$ cat src/rtl/uart_rx_core.sv
// uart_rx_core: 16x oversampling UART receiver, 8N1, LSB first, mid-bit sampling.
// Latency: o_data/o_rxne update on the stop-sample edge, 152*(i_div+1)+3 clk after the pin falls.
// Backpressure: none; an unread byte is overwritten by the next good byte and o_overrun is raised.
module uart_rx_core #(
  parameter int OVERSAMPLE = 16
) (
  input  logic        clk,
  input  logic        rst,
  input  logic        i_en,
  input  logic [15:0] i_div,
  input  logic        i_rx,
  input  logic        i_rd_ack,
  output logic [7:0]  o_data,
  output logic        o_rxne,
  output logic        o_frame_err,
  output logic        o_overrun,
  output logic        o_busy
);

  localparam logic [1:0] S_IDLE  = 2'd0;
  localparam logic [1:0] S_START = 2'd1;
  localparam logic [1:0] S_DATA  = 2'd2;
  localparam logic [1:0] S_STOP  = 2'd3;

  // Mid-bit is the 8th tick after the falling edge; full bit is 16 ticks.
  localparam logic [3:0] MID_SAMPLE = 4'(OVERSAMPLE / 2 - 1);
  localparam logic [3:0] END_SAMPLE = 4'(OVERSAMPLE - 1);

  logic        rx_meta;
  logic        rx_s;
  logic [1:0]  state;
  logic [1:0]  state_nxt;
  logic [15:0] tc;
  logic [3:0]  sc;
  logic [2:0]  bc;
  logic [7:0]  shreg;
  logic        tick;
  logic        mid_tick;
  logic        end_tick;
  logic        moving;
  logic        stop_done;
  logic        frame_good;
  logic        frame_bad;

  // '>=' rather than '==' so a divisor shrunk mid-frame cannot strand tc above it.
  assign tick       = (state != S_IDLE) && (tc >= i_div);
  assign mid_tick   = tick && (sc == MID_SAMPLE);
  assign end_tick   = tick && (sc == END_SAMPLE);
  assign moving     = (state_nxt != state);
  assign stop_done  = i_en && (state == S_STOP) && end_tick;
  assign frame_good = stop_done && rx_s;
  assign frame_bad  = stop_done && !rx_s;
  assign o_busy     = (state != S_IDLE);

  // Two-flop synchroniser for the asynchronous pin, idling high.
  always_ff @(posedge clk) begin
    if (rst) begin
      rx_meta <= 1'b1;
      rx_s    <= 1'b1;
    end else begin
      rx_meta <= i_rx;
      rx_s    <= rx_meta;
    end
  end

  // Next-state selection; disabling the receiver always wins.
  always_comb begin
    state_nxt = state;
    if (!i_en) begin
      state_nxt = S_IDLE;
    end else begin
      case (state)
        S_IDLE:  if (!rx_s) state_nxt = S_START;
        S_START: if (mid_tick) state_nxt = rx_s ? S_IDLE : S_DATA;
        S_DATA:  if (end_tick && (bc == 3'd7)) state_nxt = S_STOP;
        S_STOP:  if (end_tick) state_nxt = S_IDLE;
        default: state_nxt = S_IDLE;
      endcase
    end
  end

  // State register.
  always_ff @(posedge clk) begin
    if (rst) begin
      state <= S_IDLE;
    end else begin
      state <= state_nxt;
    end
  end

  // Tick and sample counters restart on each state change so sampling is phase-locked to the start edge.
  always_ff @(posedge clk) begin
    if (rst) begin
      tc <= 16'd0;
      sc <= 4'd0;
    end else if (moving || (state == S_IDLE)) begin
      tc <= 16'd0;
      sc <= 4'd0;
    end else if (tick) begin
      tc <= 16'd0;
      sc <= sc + 4'd1;
    end else begin
      tc <= tc + 16'd1;
    end
  end

  // Data bits enter at bit 7 and shift right, leaving the first bit in bit 0.
  always_ff @(posedge clk) begin
    if (rst) begin
      bc    <= 3'd0;
      shreg <= 8'd0;
    end else if ((state == S_DATA) && end_tick) begin
      bc    <= bc + 3'd1;
      shreg <= {rx_s, shreg[7:1]};
    end else if (state != S_DATA) begin
      bc    <= 3'd0;
    end
  end

  // Output byte and status flags; a read acknowledge clears flags but never hides a byte landing in the same cycle.
  always_ff @(posedge clk) begin
    if (rst) begin
      o_data      <= 8'h00;
      o_rxne      <= 1'b0;
      o_frame_err <= 1'b0;
      o_overrun   <= 1'b0;
    end else begin
      if (frame_good) begin
        o_data <= shreg;
        o_rxne <= 1'b1;
      end else if (i_rd_ack) begin
        o_rxne <= 1'b0;
      end

      if (frame_good && o_rxne && !i_rd_ack) begin
        o_overrun <= 1'b1;
      end else if (i_rd_ack) begin
        o_overrun <= 1'b0;
      end

      if (frame_bad) begin
        o_frame_err <= 1'b1;
      end else if (i_rd_ack) begin
        o_frame_err <= 1'b0;
      end
    end
  end

endmodule

$ cat config.mk
export PLATFORM = sky130hd
export DESIGN_NAME = uart_rx_core
export DESIGN_NICKNAME = d
export VERILOG_FILES = /design/src/rtl/uart_rx_core.sv
export SDC_FILE = /design/constraint.sdc
export NUM_CORES = 1
export LEC_CHECK = 0
export BUFFER_PORTS_ARGS = -buffer_cell sky130_fd_sc_hd__buf_2
export CELL_PAD_IN_SITES_DETAIL_PLACEMENT = 1
export CELL_PAD_IN_SITES_GLOBAL_PLACEMENT = 1
export CORE_MARGIN = 2
export CORE_UTILIZATION = 48
export CTS_BUF_LIST = sky130_fd_sc_hd__clkbuf_8
export DETAILED_ROUTE_END_ITERATION = 8
export PLACE_DENSITY = 0.83
export SYNTH_ARGS = -nofsm -noshare
export SYNTH_HDL_FRONTEND = slang
export SYNTH_SLANG_ARGS = --single-unit
$ cat constraint.sdc
create_clock -name clk -period 6.5 [get_ports clk]
set_input_delay 1.95 -clock clk [delete_from_list [all_inputs] [get_ports clk]]
set_output_delay 1.95 -clock clk [all_outputs]
set_load 0.005 [all_outputs]
=== Word-level counts from Yosys, hierarchy flattened ===
Index checks and enable logic that the tools add are counted.

* Eq/ne operators: 8
* Multipliers: 0
* Multiplexer cells: 13
* Shifts and indexed selects: 0
* $add $sub $neg: 3
* Order comparisons: 1
* Reduce and logical (&&, ||, !) cells: 22
* Bitwise operators: 0
* Divide/modulo/power cells: 0

{| class="wikitable"
|+ Operator list
! kind !! number
|-
| 16-bit by 1-bit adder with 16-bit output (second input constant) || 1
|-
| 16-bit >= comparator || 1
|-
| 2-bit two-way mux || 6
|-
| 1-bit logical AND || 11
|-
| 2-bit nonzero test || 5
|-
| 2-bit one-hot mux with 4 select lines || 1
|-
| 3-bit two-way mux || 2
|-
| 4-bit by 1-bit adder with 4-bit output (second input constant) || 1
|-
| 2-bit equality test (second input constant) || 2
|-
| 4-bit by 3-bit equality test with 1-bit output (second input constant) || 1
|-
| 4-bit equality test (second input constant) || 1
|-
| 1-bit two-way mux || 4
|-
| 3-bit by 1-bit adder with 3-bit output (second input constant) || 1
|-
| 3-bit equality test (second input constant) || 1
|-
| 3-bit OR reduction || 1
|-
| 2-bit by 1-bit equality test with 1-bit output (second input constant) || 1
|-
| 1-bit logical NOT || 2
|-
| 2-bit logical NOT || 1
|-
| 2-bit inequality test || 1
|-
| 2-bit inequality test (second input constant) || 1
|-
| 2-bit OR reduction || 1
|-
| 1-bit logical OR || 1
|}

* Bits in writable memories: 0
* Flip-flop bits (word level): 46
* Word-level logic and storage cells: 58
* Memories: 0
* Latch bits: 0
* Memory bits (read-only): 0
* Output and inout port bits: 12

=== Longest topological paths before layout ===
Gate-level depths: netlist of the first run.

* Word-level depth: 10
* Gate-level depth with buffers: 9
* Depth with buffers taken out: 8

=== Worst setup path after synthesis of the first run ===
No wires, ideal clock.

* Path kind: input to register
* Start: input port i_div[15]
* End: register shreg[7]
* Setup slack: 2582 ps
* Path buffers: 0
* Arrival time: 3795 ps
* Setup time: 124 ps
* Cell stages on the path: 8
* Cells stage by stage: inv_1 > ha_1 > nand4_1 > nor3_2 > a2111oi_2 > a2111oi_4 > mux2i_1 > nor2_1

* Cells in the longest elaborated chain, start to end: 4

{| class="wikitable"
|+ RTL lines
! element !! RTL line !! text
|-
| start: declaration || 10 || <nowiki>input logic [15:0] i_div,</nowiki>
|-
| 16-bit >= comparator || 46 || <nowiki>assign tick = (state != S_IDLE) && (tc >= i_div);</nowiki>
|-
| 1-bit logical AND || 46 ||
|-
| 1-bit logical AND || 48 || <nowiki>assign end_tick = tick && (sc == END_SAMPLE);</nowiki>
|-
| 1-bit logical AND || 112 || <nowiki>end else if ((state == S_DATA) && end_tick) begin</nowiki>
|-
| end signal: assignment || 114 || <nowiki>shreg <= {rx_s, shreg[7:1]};</nowiki>
|-
| end: declaration || 36 || <nowiki>logic [7:0] shreg;</nowiki>
|}

Every way passes these cells.
A chain may end at the register's enable or synchronous reset.

=== Final worst setup path of the first run ===
* Start: input port i_div[5]
* End: register tc[2]

* Cells in the longest elaborated chain, start to end: 10

{| class="wikitable"
|+ RTL lines
! element !! RTL line !! text
|-
| 16-bit >= comparator * || 46 ||
|-
| 1-bit logical AND * || 46 ||
|-
| 1-bit logical AND || 48 ||
|-
| 1-bit logical AND || 75 || <nowiki>S_DATA: if (end_tick && (bc == 3'd7)) state_nxt = S_STOP;</nowiki>
|-
| 2-bit two-way mux || 75 ||
|-
| 2-bit one-hot mux with 4 select lines || 72 || <nowiki>case (state)</nowiki>
|-
| 2-bit two-way mux || 69 || <nowiki>if (!i_en) begin</nowiki>
|-
| 2-bit inequality test || 49 || <nowiki>assign moving = (state_nxt != state);</nowiki>
|-
| 1-bit logical OR || 96 || <nowiki>end else if (moving || (state == S_IDLE)) begin</nowiki>
|-
| 3-bit OR reduction (no line) * || n/a ||
|-
| end signal: assignment || 103 || <nowiki>tc <= tc + 16'd1;</nowiki>
|-
| end: declaration || 33 || <nowiki>logic [15:0] tc;</nowiki>
|}

Every way passes the cells marked *; elsewhere a longest branch is shown, timed or not.

==> out/summary.md, run 1 <==
The final number of hold-violating endpoints is 0, and the cell area after technology mapping is 2307 µm². Largest fanout of any net on the critical path: 15. The run finished with clean final reports. Counting the fill cells in the layout gives 573.

After detailed routing, the number of vias per cell comes to 5.296. The overall overflow remaining after global route was 0; the final worst-path cycle share was 61.22%. TritonCTS built the clock tree. The run gives 0 ns as the final sum of negative setup slack. CTS placed an instance of sky130_fd_sc_hd__clkbuf_8 at the clock tree root.

The run gives 19.28% as the overall routing resource usage. The worst register-to-register path begins at tc[5]$_SDFF_PP0_. The tools report the multi-input logic area as 1296 µm². In the synthesized netlist the async set-or-reset flop fraction comes to 0%.

The cell count after synthesis is 251. The first TritonRoute pass finished after 4 iterations. The slowest cell on the critical path was sky130_fd_sc_hd__a2111oi_2. STA classifies the critical path endpoint as a flip-flop. The detail route stage leaves a number of antenna-violating nets equal to 0.

Data on the critical path is required at its endpoint by 6.73 ns. Max-capacitance violation count: 0. Traced cell by cell, the critical path runs through buf_2, inv_1, ha_1, a21oi_1, o21ai_1, a2111oi_2, and2_1, nand2_1, nor2_1.

Type of element launching the critical path: an input pin. The first global-routing pass estimated 8190 µm of wire. The later pin in the worst-skew pair is clocked with a latency of 0.30 ns. Number of buffers inserted to repair setup after CTS: 0. The number of port buffers works out to 32.

The analysis attributes to cell leakage a power of 0.001148 µW. After routing the design area is 2615 µm². Die extent in y: 73.33 µm.

The instance area after placement came out at 2520 µm². The number of H-tree branching levels is 2. The transition time at the pin with the least slew margin came out at 0.7972 ns.

The layer flagged by global routing as most heavily used is met2. In this run the worst setup path begins at i_div[5]. For this run, the register share of the synthesized area comes to 39.91%. The tools report the number of ports placed on the die boundary as 33. During synthesis, Yosys emitted a total of 0 warnings. Hold repair after CTS inserted 0 buffers. Max-slew violation count: 0. After detailed routing, the number of remaining DRC violations is 0.

For the maximum count of clock buffers along a single path, the log shows 2. The combined buffer and inverter count along the critical path is 2. Counting I/O delays and the setup requirement, the final critical path takes 3.980 ns. The met3 capacity usage during global routing is 3.429%. In this run the mean area of a mapped cell was 9.192 µm².

The number of distinct library cells after synthesis was 36; the effective utilization at floorplan was 49.17%. IR analysis of the VDD net gives a maximum drop of 0.1222 mV. The run gives 0 as the number of antenna violations at the first check in global routing. Most area-hungry cell type in the Yosys netlist: sky130_fd_sc_hd__dfxtp_1.

Flip-flop and latch count after synthesis: 46. Detailed routing inserted a total of 1806 vias. In this run, post-CTS repair resized a total of 0 instances. The count of antenna diodes in the layout was 0; the number of synthesized flops with an enable pin was 0. The met2 track demand over resource in global routing was 35.14%; the area overhead of the layout relative to synthesis was 13.34%. For the post-DP HPWL, the log shows 3687 µm. The critical path is of the in2reg type. Sorting the synthesized cells by area gives the leading types as sky130_fd_sc_hd__dfxtp_1, sky130_fd_sc_hd__ha_1, sky130_fd_sc_hd__mux2i_1. The hold path startpoint is rx_meta$_SDFF_PP1_.

Number of DRC markers in iteration 0: 46. Wires add up to 4781 µm. Clock-pin slew was measured on the worst setup and hold paths at 0.08 ns.

The net count of the mapped netlist was 292. The floorplan step set the die width to 73.33 µm. The number of buffers inserted during clock tree synthesis is 5. Grouping stages by cell kind, the critical path spends the most delay in compound AO/OA/AOI/OAI gates.

Entering global routing, the biggest net connects 25 pins. Among all flip-flop cells after synthesis, the most frequent one is sky130_fd_sc_hd__dfxtp_1. The number of placement rows came out at 25. Power spread over the standard cell area amounts to 185.1 nW/µm².

The clock net in this run drives a total of 46 sinks. For the final database, setup skew stands at 0.008658 ns. After the last flow step, the layout net total stands at 327. The via count of the first global-routing pass was 1854; the average wire length per cell after detail routing was 14.02 µm. Headroom to the max-slew limit came out at 46.75%. The tools report the core outline area as 4692 µm². The min-delay analysis places its worst path in the category reg2reg.

At the end of routability-driven placement, the weighted congestion stood at 0.7624. Setup repair after global routing left no endpoint under its margin. On the worst path, the slowest cell contributes a delay of 0.77 ns.

Setup violations remaining at the end of the flow were counted as 0. The power after layout was 483.9 µW; the arrival time of data at the critical path endpoint was 4.20 ns. Met1 layer usage reported by global route: 23.10%.

The synthesized design devotes to its leading area cell type 39.91% of total area. Timing would allow up to 0.2513 GHz. Summing all flip-flop and latch instances after layout gives 920.9 µm². The die footprint is 5377 µm², and the ratio of cells with drive above 1 in the final layout is 17.07%.
## worst reg2reg max path, delay by kind of cell (launching register included)
kind | cells | cell delay, ns
compound gates | 3 | 1.01
fa+ha+maj | 1 | 0.29
simple gates | 3 | 0.84
flops | 1 | 0.43
## synth_stat cells, types with 2 or more instances
cell and instances:
sky130_fd_sc_hd__and2_1 2, sky130_fd_sc_hd__or2_2 2, sky130_fd_sc_hd__nand3_1 8, sky130_fd_sc_hd__a31oi_1 2, sky130_fd_sc_hd__nand2b_1 18, sky130_fd_sc_hd__and3_1 6
sky130_fd_sc_hd__dfxtp_1 46, sky130_fd_sc_hd__mux2i_1 21, sky130_fd_sc_hd__xor2_1 7, sky130_fd_sc_hd__nor2_1 31, sky130_fd_sc_hd__a211oi_1 2, sky130_fd_sc_hd__inv_1 20
sky130_fd_sc_hd__clkbuf_1 4, sky130_fd_sc_hd__nor3_1 3, sky130_fd_sc_hd__nand2_1 15, sky130_fd_sc_hd__xnor2_1 9, sky130_fd_sc_hd__o31ai_1 2, sky130_fd_sc_hd__nand3b_1 2
sky130_fd_sc_hd__ha_1 20, sky130_fd_sc_hd__a21oi_1 13, sky130_fd_sc_hd__a21o_1 3
## cell type report
type	instances	share of cell area, %
sequential	46	35.22
tap	54	2.584
timing repair buffer	32	6.124
multi-input combinational	181	49.57
clock buffer	6	3.158
inverter	20	2.871
clock inverter	2	0.4785
## where the power goes
group | leakage [µW] | internal, µW | switching (µW) | total (µW)
logic | 0.000730 | 10.1 | 10.0 | 20.1
clock network | 0.0000472 | 85.5 | 95.0 | 181
registers | 0.000371 | 282 | 1.05 | 283
## cell families (layout without fill, tap and decap cells)
logic type | Yosys count | count (layout) | share of synthesized area (%)
xor gates and xnor gates | 16 | 16 | 6.074
DFF | 46 | 46 | 39.91
muxes | 21 | 21 | 9.111
AOI/OAI and AO/OA | 30 | 30 | 9.815
buffers and inverters | 24 | 60 | 3.904
and+or+nand+nor | 94 | 94 | 20.34
adders and majority gates | 20 | 20 | 10.85
## path summary, 6_finish.rpt
path	cells after the start	slack, ns	end
worst min register to register	1	0.42	rx_s$_SDFF_PP1_
worst max-delay path	9	2.52	tc[2]$_SDFF_PP0_
worst min-delay path	1	0.42	rx_s$_SDFF_PP1_
worst max register to register	7	3.87	tc[2]$_SDFF_PP0_
## sequential cells by signal, indices dropped and copies added, names as in the netlist
signal       cells
rx_s             1
o_overrun        1
state            2
o_frame_err      1
sc               4
bc               3
tc              16
o_data           8
shreg            8
o_rxne           1
rx_meta          1
## placed cells by master (no fill, tap or decap), types with 6 or more instances in the layout
cell / n
sky130_fd_sc_hd__nand3_1: 8
sky130_fd_sc_hd__dfxtp_1: 46
sky130_fd_sc_hd__xnor2_1: 9
sky130_fd_sc_hd__nand2b_1: 18
sky130_fd_sc_hd__nand2_1: 15
sky130_fd_sc_hd__clkbuf_8: 6
sky130_fd_sc_hd__nor2_1: 31
sky130_fd_sc_hd__inv_1: 20
sky130_fd_sc_hd__xor2_1: 7
sky130_fd_sc_hd__and3_1: 6
sky130_fd_sc_hd__a21oi_1: 13
sky130_fd_sc_hd__buf_2: 32
sky130_fd_sc_hd__mux2i_1: 21
sky130_fd_sc_hd__ha_1: 20
## metrics by stage
step	worst slack (ns)	hold WS, ns	cells	util [%]
after floorplan	2.582	0.3895	251	-
after global placement	2.218	0.3918	333	53.71
after detailed placement	2.187	0.4096	333	53.71
after CTS	2.495	0.4298	341	55.73
after global routing	2.297	0.4531	341	55.73
final	2.520	0.4222	341	55.73
## layer usage
layer  vias up  wire length, µm
met5         -                0
met4         0               46
met3         4              120
met2        20             2376
met1       861             2238
li1        921                -
No activity file was read; power rests on OpenSTA's default activity.
==> run 2: changes to the inputs <==
--- a/config.mk
+++ b/config.mk
@@ -5,14 +5,15 @@
 export SDC_FILE = /design/constraint.sdc
 export NUM_CORES = 1
 export LEC_CHECK = 0
+export ABC_AREA = 1
 export BUFFER_PORTS_ARGS = -buffer_cell sky130_fd_sc_hd__buf_2
 export CELL_PAD_IN_SITES_DETAIL_PLACEMENT = 1
 export CELL_PAD_IN_SITES_GLOBAL_PLACEMENT = 1
 export CORE_MARGIN = 2
-export CORE_UTILIZATION = 48
+export CORE_UTILIZATION = 40
 export CTS_BUF_LIST = sky130_fd_sc_hd__clkbuf_8
 export DETAILED_ROUTE_END_ITERATION = 8
-export PLACE_DENSITY = 0.83
+export PLACE_DENSITY = 0.75
 export SYNTH_ARGS = -nofsm -noshare
 export SYNTH_HDL_FRONTEND = slang
 export SYNTH_SLANG_ARGS = --single-unit
==> constraint.sdc (replaced) <==
create_clock -name clk -period 3.3 [get_ports clk]
set_input_delay 0.99 -clock clk [delete_from_list [all_inputs] [get_ports clk]]
set_output_delay 0.99 -clock clk [all_outputs]
set_load 0.005 [all_outputs]
==> run 2 against run 1 <==
Compared with the run above: combinational power up 130%; sequential power up 97%; die area grew 25%; sequential cell count unchanged.
==> out/summary.md, run 2 <==
Die extent in y: 81.96 µm (+12%). The TritonCTS sink count was 46 (unchanged); the worst supply voltage drop on vdd was 0.2595 mV (+110%). The max-slew violation count was 0 (unchanged); the time the final worst path needs with I/O delays and setup was 2.804 ns.

The number of placement rows is 28 (+12%), and the total vias in the final route is 1971 (+9.1%). The largest registers in the layout are tc x16, o_data x8, shreg x8. The run gives 45 (-2.2%) as the number of DRC markers in iteration 0.

The final worst-path cycle share is 84.97%. The cell chosen for the clock root is sky130_fd_sc_hd__clkbuf_8. The logs give 419 (+23%) for the number of standard cells in the final layout excluding fillers and 0 (unchanged) for the overall overflow remaining after global route. The die footprint is 6717 µm² (+25%), and the first-pass iteration count of the detailed router is 3 (-1).

The tools report the filler cell count in the final layout as 753 (+31%). The total number of yosys warnings was 0 (unchanged); the number of DRC violations after detailed routing was 0 (unchanged). The average wire length per cell after detail routing works out to 11.61 µm (-17%). The final sum of negative setup slack came out at 0 ns (unchanged). The overall die width came out at 81.96 µm (+12%). The core outline area was 5886 µm² (+25%).

The layout net count was 384 (+17%); the clock input transition at the sequential cells of the worst setup and hold paths was 0.09 ns (about the same). The arrival time of data at the critical path endpoint was 3.04 ns (-1.16 ns); the hold buffer count at cts was 0 (unchanged). TritonCTS built the clock tree.

The total power density per cell area was 368.9 nW/µm² (+99%); the area overhead of the layout relative to synthesis was 14.41%. The post-detailed-route count of antenna-violating nets was 0 (unchanged). The maximum count of clock buffers along a single path was 2 (unchanged).

For the max-slew headroom at the worst pin, the log shows 72.10% (+25 points). Among all flip-flop cells after synthesis, the most frequent one is sky130_fd_sc_hd__dfxtp_1. The worst hold path class was reg2reg. The ratio of cells with drive above 1 in the final layout was 20.06% (+3.0 points); the number of buffers inserted to repair setup after CTS was 0 (unchanged). The synthesized area divided by synthesized cell count is 7.945 µm² (-14%), and the share of the synthesized netlist area taken by xor and xnor gates is 5.404% (-0.67 points). The tools report the max-capacitance violation count as 0 (unchanged). The tools report the effective utilization at floorplan as 41.31% (-7.9 points). Counting flops per register, the top entry is tc. The worst clock skew is 0.007079 ns (-0.001579 ns), and the register cell area after layout is 920.9 µm² (unchanged). The cell count after synthesis is 306 (+22%), and the number of flip-flops in the largest register is 16 (unchanged). The compound-cell area share of the yosys netlist is 7.926% (-1.9 points), and the simple-gate portion of the synthesized area is 29.95% (+9.6 points).

The transition time at the pin with the least slew margin is 0.4176 ns (-0.3796 ns). Share of the yosys chip area belonging to registers: 37.88% (-2.0 points). sky130_fd_sc_hd__nor2_1 is the most common cell in the netlist. Kind of critical path: in2reg. The logs give 2431 µm² (+5.4%) for the cell area after technology mapping and 28 (-22%) for the number of distinct library cells after synthesis.

The final wirelength was 4864 µm (+1.7%); the count of antenna diodes in the layout was 0 (unchanged). The most area-hungry cell type in the Yosys netlist is sky130_fd_sc_hd__dfxtp_1. The number of port buffers is 32 (unchanged), and the number of synthesized flops with an enable pin is 0 (unchanged).

By count the netlist is led by sky130_fd_sc_hd__nor2_1, sky130_fd_sc_hd__dfxtp_1, sky130_fd_sc_hd__inv_1. The library cells used most frequently in the layout, excluding fill and tap cells, are sky130_fd_sc_hd__nor2_1, sky130_fd_sc_hd__dfxtp_1, sky130_fd_sc_hd__inv_1, sky130_fd_sc_hd__nand2_1, sky130_fd_sc_hd__buf_2. The first-pass GRT wire length is 8183 µm (about the same).

The net count of the mapped netlist was 347 (+19%); the mux share of post-synthesis cell area was 0.4632% (-8.6 points). For the maximum number of pins on one net before global-route repair, the log shows 19 (-24%). By area, the combinational part of the netlist is dominated by simple AND/OR/NAND/NOR gates. Overall routing resource usage: 15.57% (-3.7 points).

The largest fanout of any net on the critical path works out to 16 (+1). The tools report the final count of negative-setup-slack endpoints as 0 (unchanged). The logs give 3.53 ns (-3.20 ns) for the critical path data required time and 0.3566 GHz for the peak clock frequency supported by timing.

The number of instances resized during post-cts repair is 0 (unchanged). The tools report the number of ports placed on the die boundary as 33 (unchanged). The tools report the category of the worst setup path capture point as a flip-flop.

The power after layout is 1026 µW (+110%), and the number of H-tree branching levels is 2 (unchanged). The detailed-route vias per instance came out at 4.704 (-11%). The library cell used most frequently in the layout, excluding fill and tap cells, is sky130_fd_sc_hd__nor2_1.

STA classifies the critical path startpoint as an input pin. The logs give 3824 µm (+3.7%) for the post-DP HPWL and 1314 µm² (+1.4%) for the multi-input logic area. The run gives 47.26% (-8.5 points) as the core utilization of the finished layout. The synthesized-area fraction occupied by adder cells works out to 10.29% (-0.55 points). Setup repair after global routing left no endpoint under its margin. The run gives 411 (+23%) as the number of cells in the design after placement. The static leakage is 0.001258 µW (+9.5%), and the routability congestion estimate is 0.8154 (+7.0%). The flip-flop and latch count after synthesis is 46 (unchanged), and the number of antenna violations at the first check in global routing is 0 (unchanged). For the source-to-sink clock delay at the later pin of the worst-skew pair, the log shows 0.30 ns (about the same). Sorting the synthesized cells by area gives the leading types as sky130_fd_sc_hd__dfxtp_1, sky130_fd_sc_hd__ha_1, sky130_fd_sc_hd__nor2_1. The tools report the via count of the first global-routing pass as 1982 (+6.9%). The flow ran to the end, and the final reports show no timing, DRC or antenna violations. The async set or reset register ratio after synthesis was 0% (unchanged). The top-area cell type share of the netlist area is 37.88% (-2.0 points), and the number of buffers inserted during clock tree synthesis is 5 (unchanged). The run gives 0 (unchanged) as the final number of hold-violating endpoints.
-- run 2: cell count changes in the layout (fill, tap and decap cells not counted), moves of 6 or more --
cell,delta
sky130_fd_sc_hd__nand2_1,+20
sky130_fd_sc_hd__o21ai_0,+19
sky130_fd_sc_hd__nor2_1,+27
sky130_fd_sc_hd__nand2b_1,-18
sky130_fd_sc_hd__and3_1,-6
sky130_fd_sc_hd__inv_1,+22
sky130_fd_sc_hd__mux2i_1,-21
sky130_fd_sc_hd__nor2_4,+12
-- run 2: kinds of logic after synthesis --
| logic type | Yosys count |
|---|---|
| adder cells (fa/ha/maj) | 20 |
| flip-flops | 46 |
| AND/OR/NAND/NOR | 140 |
| multiplexers | 1 |
| XOR/XNOR | 15 |
| AO/OA/AOI/OAI | 36 |
| buffers and inverters | 48 |
-- run 2: area by class of cell --
type,count,area share [%]
multi-input cells,212,47.23
flip-flops and latches,46,33.11
repair buffers,34,6.298
inverters,44,5.938
well taps,75,3.374
clock buffers,5,2.474
clock inverters,3,1.574
-- run 2: metrics by stage --
step,worst slack [ns],instance area [µm²],hold WS [ns]
after global routing,0.2257,2781,0.4405
after CTS,0.4650,2781,0.4211
after global placement,0.2373,2669,0.3923
final,0.4958,2781,0.4162
after floorplan,0.5199,2431,0.3895
after detailed placement,0.1588,2669,0.4009
-- run 2: worst max-delay path, stage by stage --
cell	delay (ns)
sky130_fd_sc_hd__buf_2	0.07
sky130_fd_sc_hd__inv_1	0.03
sky130_fd_sc_hd__ha_1	0.30
sky130_fd_sc_hd__nand2_1	0.09
sky130_fd_sc_hd__nor2_1	0.05
sky130_fd_sc_hd__nor2_1	0.08
sky130_fd_sc_hd__nand2_1	0.07
sky130_fd_sc_hd__nand2_1	0.07
sky130_fd_sc_hd__nand2_1	0.06
sky130_fd_sc_hd__nand2_2	0.07
sky130_fd_sc_hd__nand2_4	0.07
sky130_fd_sc_hd__nand3_4	0.09
sky130_fd_sc_hd__nand2_1	0.08
sky130_fd_sc_hd__nand3_1	0.09
sky130_fd_sc_hd__nand2_1	0.08
sky130_fd_sc_hd__nand2_1	0.08
sky130_fd_sc_hd__nand3_2	0.13
sky130_fd_sc_hd__nor2_4	0.16
sky130_fd_sc_hd__nand2_4	0.21
sky130_fd_sc_hd__nor2_1	0.15
-- run 2: metal layers --
layer	wire length (µm)	GRT usage, %	up-vias	part of all wire, %
li1	-	-	1039	-
met1	2199	17.55	901	45
met2	2450	29.43	26	50
met3	166	2.967	5	3.4
met4	48	4.500	0	0.99
met5	0	0	-	0
-- run 2: where the power goes --
group / leakage, µW / internal, µW / switching (µW)
registers: 0.000371 / 556 / 1.36
logic: 0.000828 / 19.8 / 27.1
clock network: 0.0000585 / 227 / 195
-- run 2: worst paths after layout --
kind / slack (ns) / start / cells past startpoint / endpoint
max: 0.50 / i_div[3] / 20 / tc[5]$_SDFF_PP0_
min: 0.42 / rx_meta$_SDFF_PP1_ / 1 / rx_s$_SDFF_PP1_
max reg2reg: 0.92 / tc[0]$_SDFF_PP0_ / 19 / tc[5]$_SDFF_PP0_
min reg2reg: 0.42 / rx_meta$_SDFF_PP1_ / 1 / rx_s$_SDFF_PP1_
==> run 3: changes to the inputs <==
==> constraint.sdc (replaced) <==
create_clock -name clk -period 2.4 [get_ports clk]
set_input_delay 0.72 -clock clk [delete_from_list [all_inputs] [get_ports clk]]
set_output_delay 0.72 -clock clk [all_outputs]
set_load 0.005 [all_outputs]
==> run 3 against run 2 <==
Compared with the run above: the flow now finishes with violations (negative setup slack); total power increased by 29%; via count increased by 6.1%; sequential power increased by 38%; global-route usage increased by 1.7 points; critical path depth decreased by 2.
==> out/summary.md, run 3 (synthesized netlist as in run 2, its figures left out) <==
The overall die width was 81.96 µm (unchanged); the filler cell count in the final layout was 728 (-3.3%). The number of flip-flops in the largest register is 16 (unchanged). The core utilization of the finished layout is 53.68% (+6.4 points), and the static leakage is 0.001369 µW (+8.8%). The detailed-route vias per instance works out to 4.787 (+1.8%).

The tools report the worst clock skew as 0.005569 ns (-0.001510 ns). Number of DRC markers in iteration 0: 44 (-2.2%). Most common cell after layout, fill and taps aside: sky130_fd_sc_hd__nor2_1. The logs give 4117 µm (+7.7%) for the post-DP HPWL and 0.30 ns (about the same) for the source-to-sink clock delay at the later pin of the worst-skew pair. The critical path data required time came out at 2.64 ns (-0.89 ns).

The tools report the overall overflow remaining after global route as 0 (unchanged). TritonCTS built the clock tree. The post-detailed-route count of antenna-violating nets came out at 0 (unchanged). The tools report the total vias in the final route as 2092 (+6.1%).

The kind of critical path was in2reg. The checks that failed: negative setup slack. The path class of the tightest hold or removal check is reg2reg. The post-place setup slack is -0.4428 ns (-0.6016 ns), and the final number of hold-violating endpoints is 0 (unchanged). The tools report the multi-input logic area as 1520 µm² (+16%).

The number of H-tree branching levels was 2 (unchanged); the number of placement rows was 28 (unchanged). The run gives 402 (+4.7%) as the layout net count. The peak clock frequency supported by timing was 0.4056 GHz. Walking the worst path, the cells encountered are buf_2, inv_1, ha_1, nand4_1, nor3_2, nand2_2, nand2_4, nand3_4, nor2_4, nand2_2, nand2_2, nand2_2, nand2_2, nand2_4, nor2_4, buf_12, nand2_8, nor2_4. The tools report the number of DRC violations after detailed routing as 0 (unchanged).

Setup repair after global routing could not meet its margin everywhere. In the layout the commonest cells are sky130_fd_sc_hd__nor2_1, sky130_fd_sc_hd__dfxtp_1, sky130_fd_sc_hd__inv_1, sky130_fd_sc_hd__nand2_1, sky130_fd_sc_hd__buf_2. Number of port buffers: 32 (unchanged). The final wirelength came out at 5690 µm (+17%). The worst path uses 102.7% of the clock period. STA classifies the critical path startpoint as an input pin.

In this run the worst setup path begins at i_div[10]. The maximum count of clock buffers along a single path was 2 (unchanged). The number of antenna violations at the first check in global routing was 0 (unchanged); the die footprint was 6717 µm² (unchanged).

In this run the most critical hold path is launched from rx_meta$_SDFF_PP1_. Register cell area after layout: 920.9 µm² (unchanged). The largest registers in the layout are tc x16, o_data x8, shreg x8. The number of ports placed on the die boundary is 33 (unchanged). The first-pass GRT wire length was 8983 µm (+9.8%). Effective utilization at floorplan: 41.31% (unchanged). The total power density per cell area is 419.1 nW/µm² (+14%), and the max-slew headroom at the worst pin is 63.70% (-8.4 points). The ratio of cells with drive above 1 in the final layout is 33.43% (+13 points), and the final sum of negative setup slack is -0.5985 ns (-0.5985 ns).

For the count of antenna diodes in the layout, the log shows 0 (unchanged). The tools report the number of buffers inserted during clock tree synthesis as 5 (unchanged). The max-capacitance violation count is 0 (unchanged).

The die extent in y is 81.96 µm (unchanged). Counting flops per register, the top entry is tc. The maximum number of pins on one net before global-route repair is 19 (unchanged). The first-pass iteration count of the detailed router is 4 (+1), and the overall routing resource usage is 17.28% (+1.7 points). The average wire length per cell after detail routing came out at 13.02 µm (+12%). Time the final worst path needs with I/O delays and setup: 2.465 ns. The worst register-to-register path begins at tc[11]$_SDFF_PP0_.

Transition time at the pin with the least slew margin: 0.5434 ns (+0.1258 ns). The final count of negative-setup-slack endpoints was 16 (+16). The combined buffer and inverter count along the critical path is 3 (+1), and the TritonCTS sink count is 46 (unchanged). The logs give -0.06545 ns (-0.5613 ns) for the worst setup margin and 2.71 ns (-0.33 ns) for the arrival time of data at the critical path endpoint.

The most frequent cell on the critical path was sky130_fd_sc_hd__nand2_2. The run finished, with violations left. The worst supply voltage drop on vdd is 0.2282 mV (-12%).

The clock input transition at the sequential cells of the worst setup and hold paths works out to 0.08 ns (about the same). The cell sitting at the root of the clock tree is a sky130_fd_sc_hd__clkbuf_8. Area overhead of the layout relative to synthesis: 29.95%.

The largest fanout of any net on the critical path is 8 (-8). The tools report the category of the worst setup path capture point as a flip-flop. The critical path's largest stage delay is 0.28 ns (-0.02 ns). The slowest cell on the critical path is sky130_fd_sc_hd__ha_1. The routability congestion estimate is 0.7731 (-5.2%). The cell family contributing the most delay on the critical path is simple AND/OR/NAND/NOR gates. The core outline area was 5886 µm² (unchanged). The max-slew violation count was 0 (unchanged). The via count of the first global-routing pass came out at 2063 (+4.1%).
run 3: worst paths after layout:
path	depth (start not counted)	slack (ns)	end
setup reg to reg	17	0.06	tc[9]$_SDFF_PP0_
hold / removal	1	0.42	rx_s$_SDFF_PP1_
hold reg to reg	1	0.42	rx_s$_SDFF_PP1_
setup / recovery	18	-0.07	tc[9]$_SDFF_PP0_
run 3: timing repair:
action,in CTS,in global routing
setup endpoints to repair,16,36
hold endpoints to repair,0,0
gates cloned,1,0
hold buffers,0,0
resized for setup,8,16
pin swaps,2,4
buffers inserted,4,3
run 3: layout make-up:
| type | instances | share of cell area, % |
|---|---|---|
| Multi-Input combinational cell | 213 | 48.12 |
| Sequential cell | 46 | 29.15 |
| Timing Repair Buffer | 51 | 11.09 |
| Inverter | 44 | 5.941 |
| Tap cell | 75 | 2.970 |
| Clock buffer | 5 | 2.178 |
| Clock inverter | 3 | 0.5545 |
run 3: metal layers:
metal / vias up / track usage [%] / share of wire (%)
li1: 1076 / - / -
met1: 979 / 20.12 / 45
met2: 27 / 31.63 / 50
met3: 10 / 3.297 / 2.8
met4: 0 / 5.500 / 2.3
met5: - / 0 / 0
run 3: report_power, final:
part	internal, µW	leakage, µW	switching [µW]
registers	765	0.000371	1.95
logic	43.8	0.000949	50.0
clock network	202	0.0000493	262
run 3: metrics by stage:
step                std cells  area [µm²]  total power, µW  hold WS, ns
CTS                       435        3064             1335       0.4203
global placement          422        2890            864.1       0.3907
floorplan                 306        2570            834.8       0.3895
finish                    437        3159             1324       0.4153
detailed placement        422        2890            868.4       0.4014
global route              437        3159             1382       0.4396
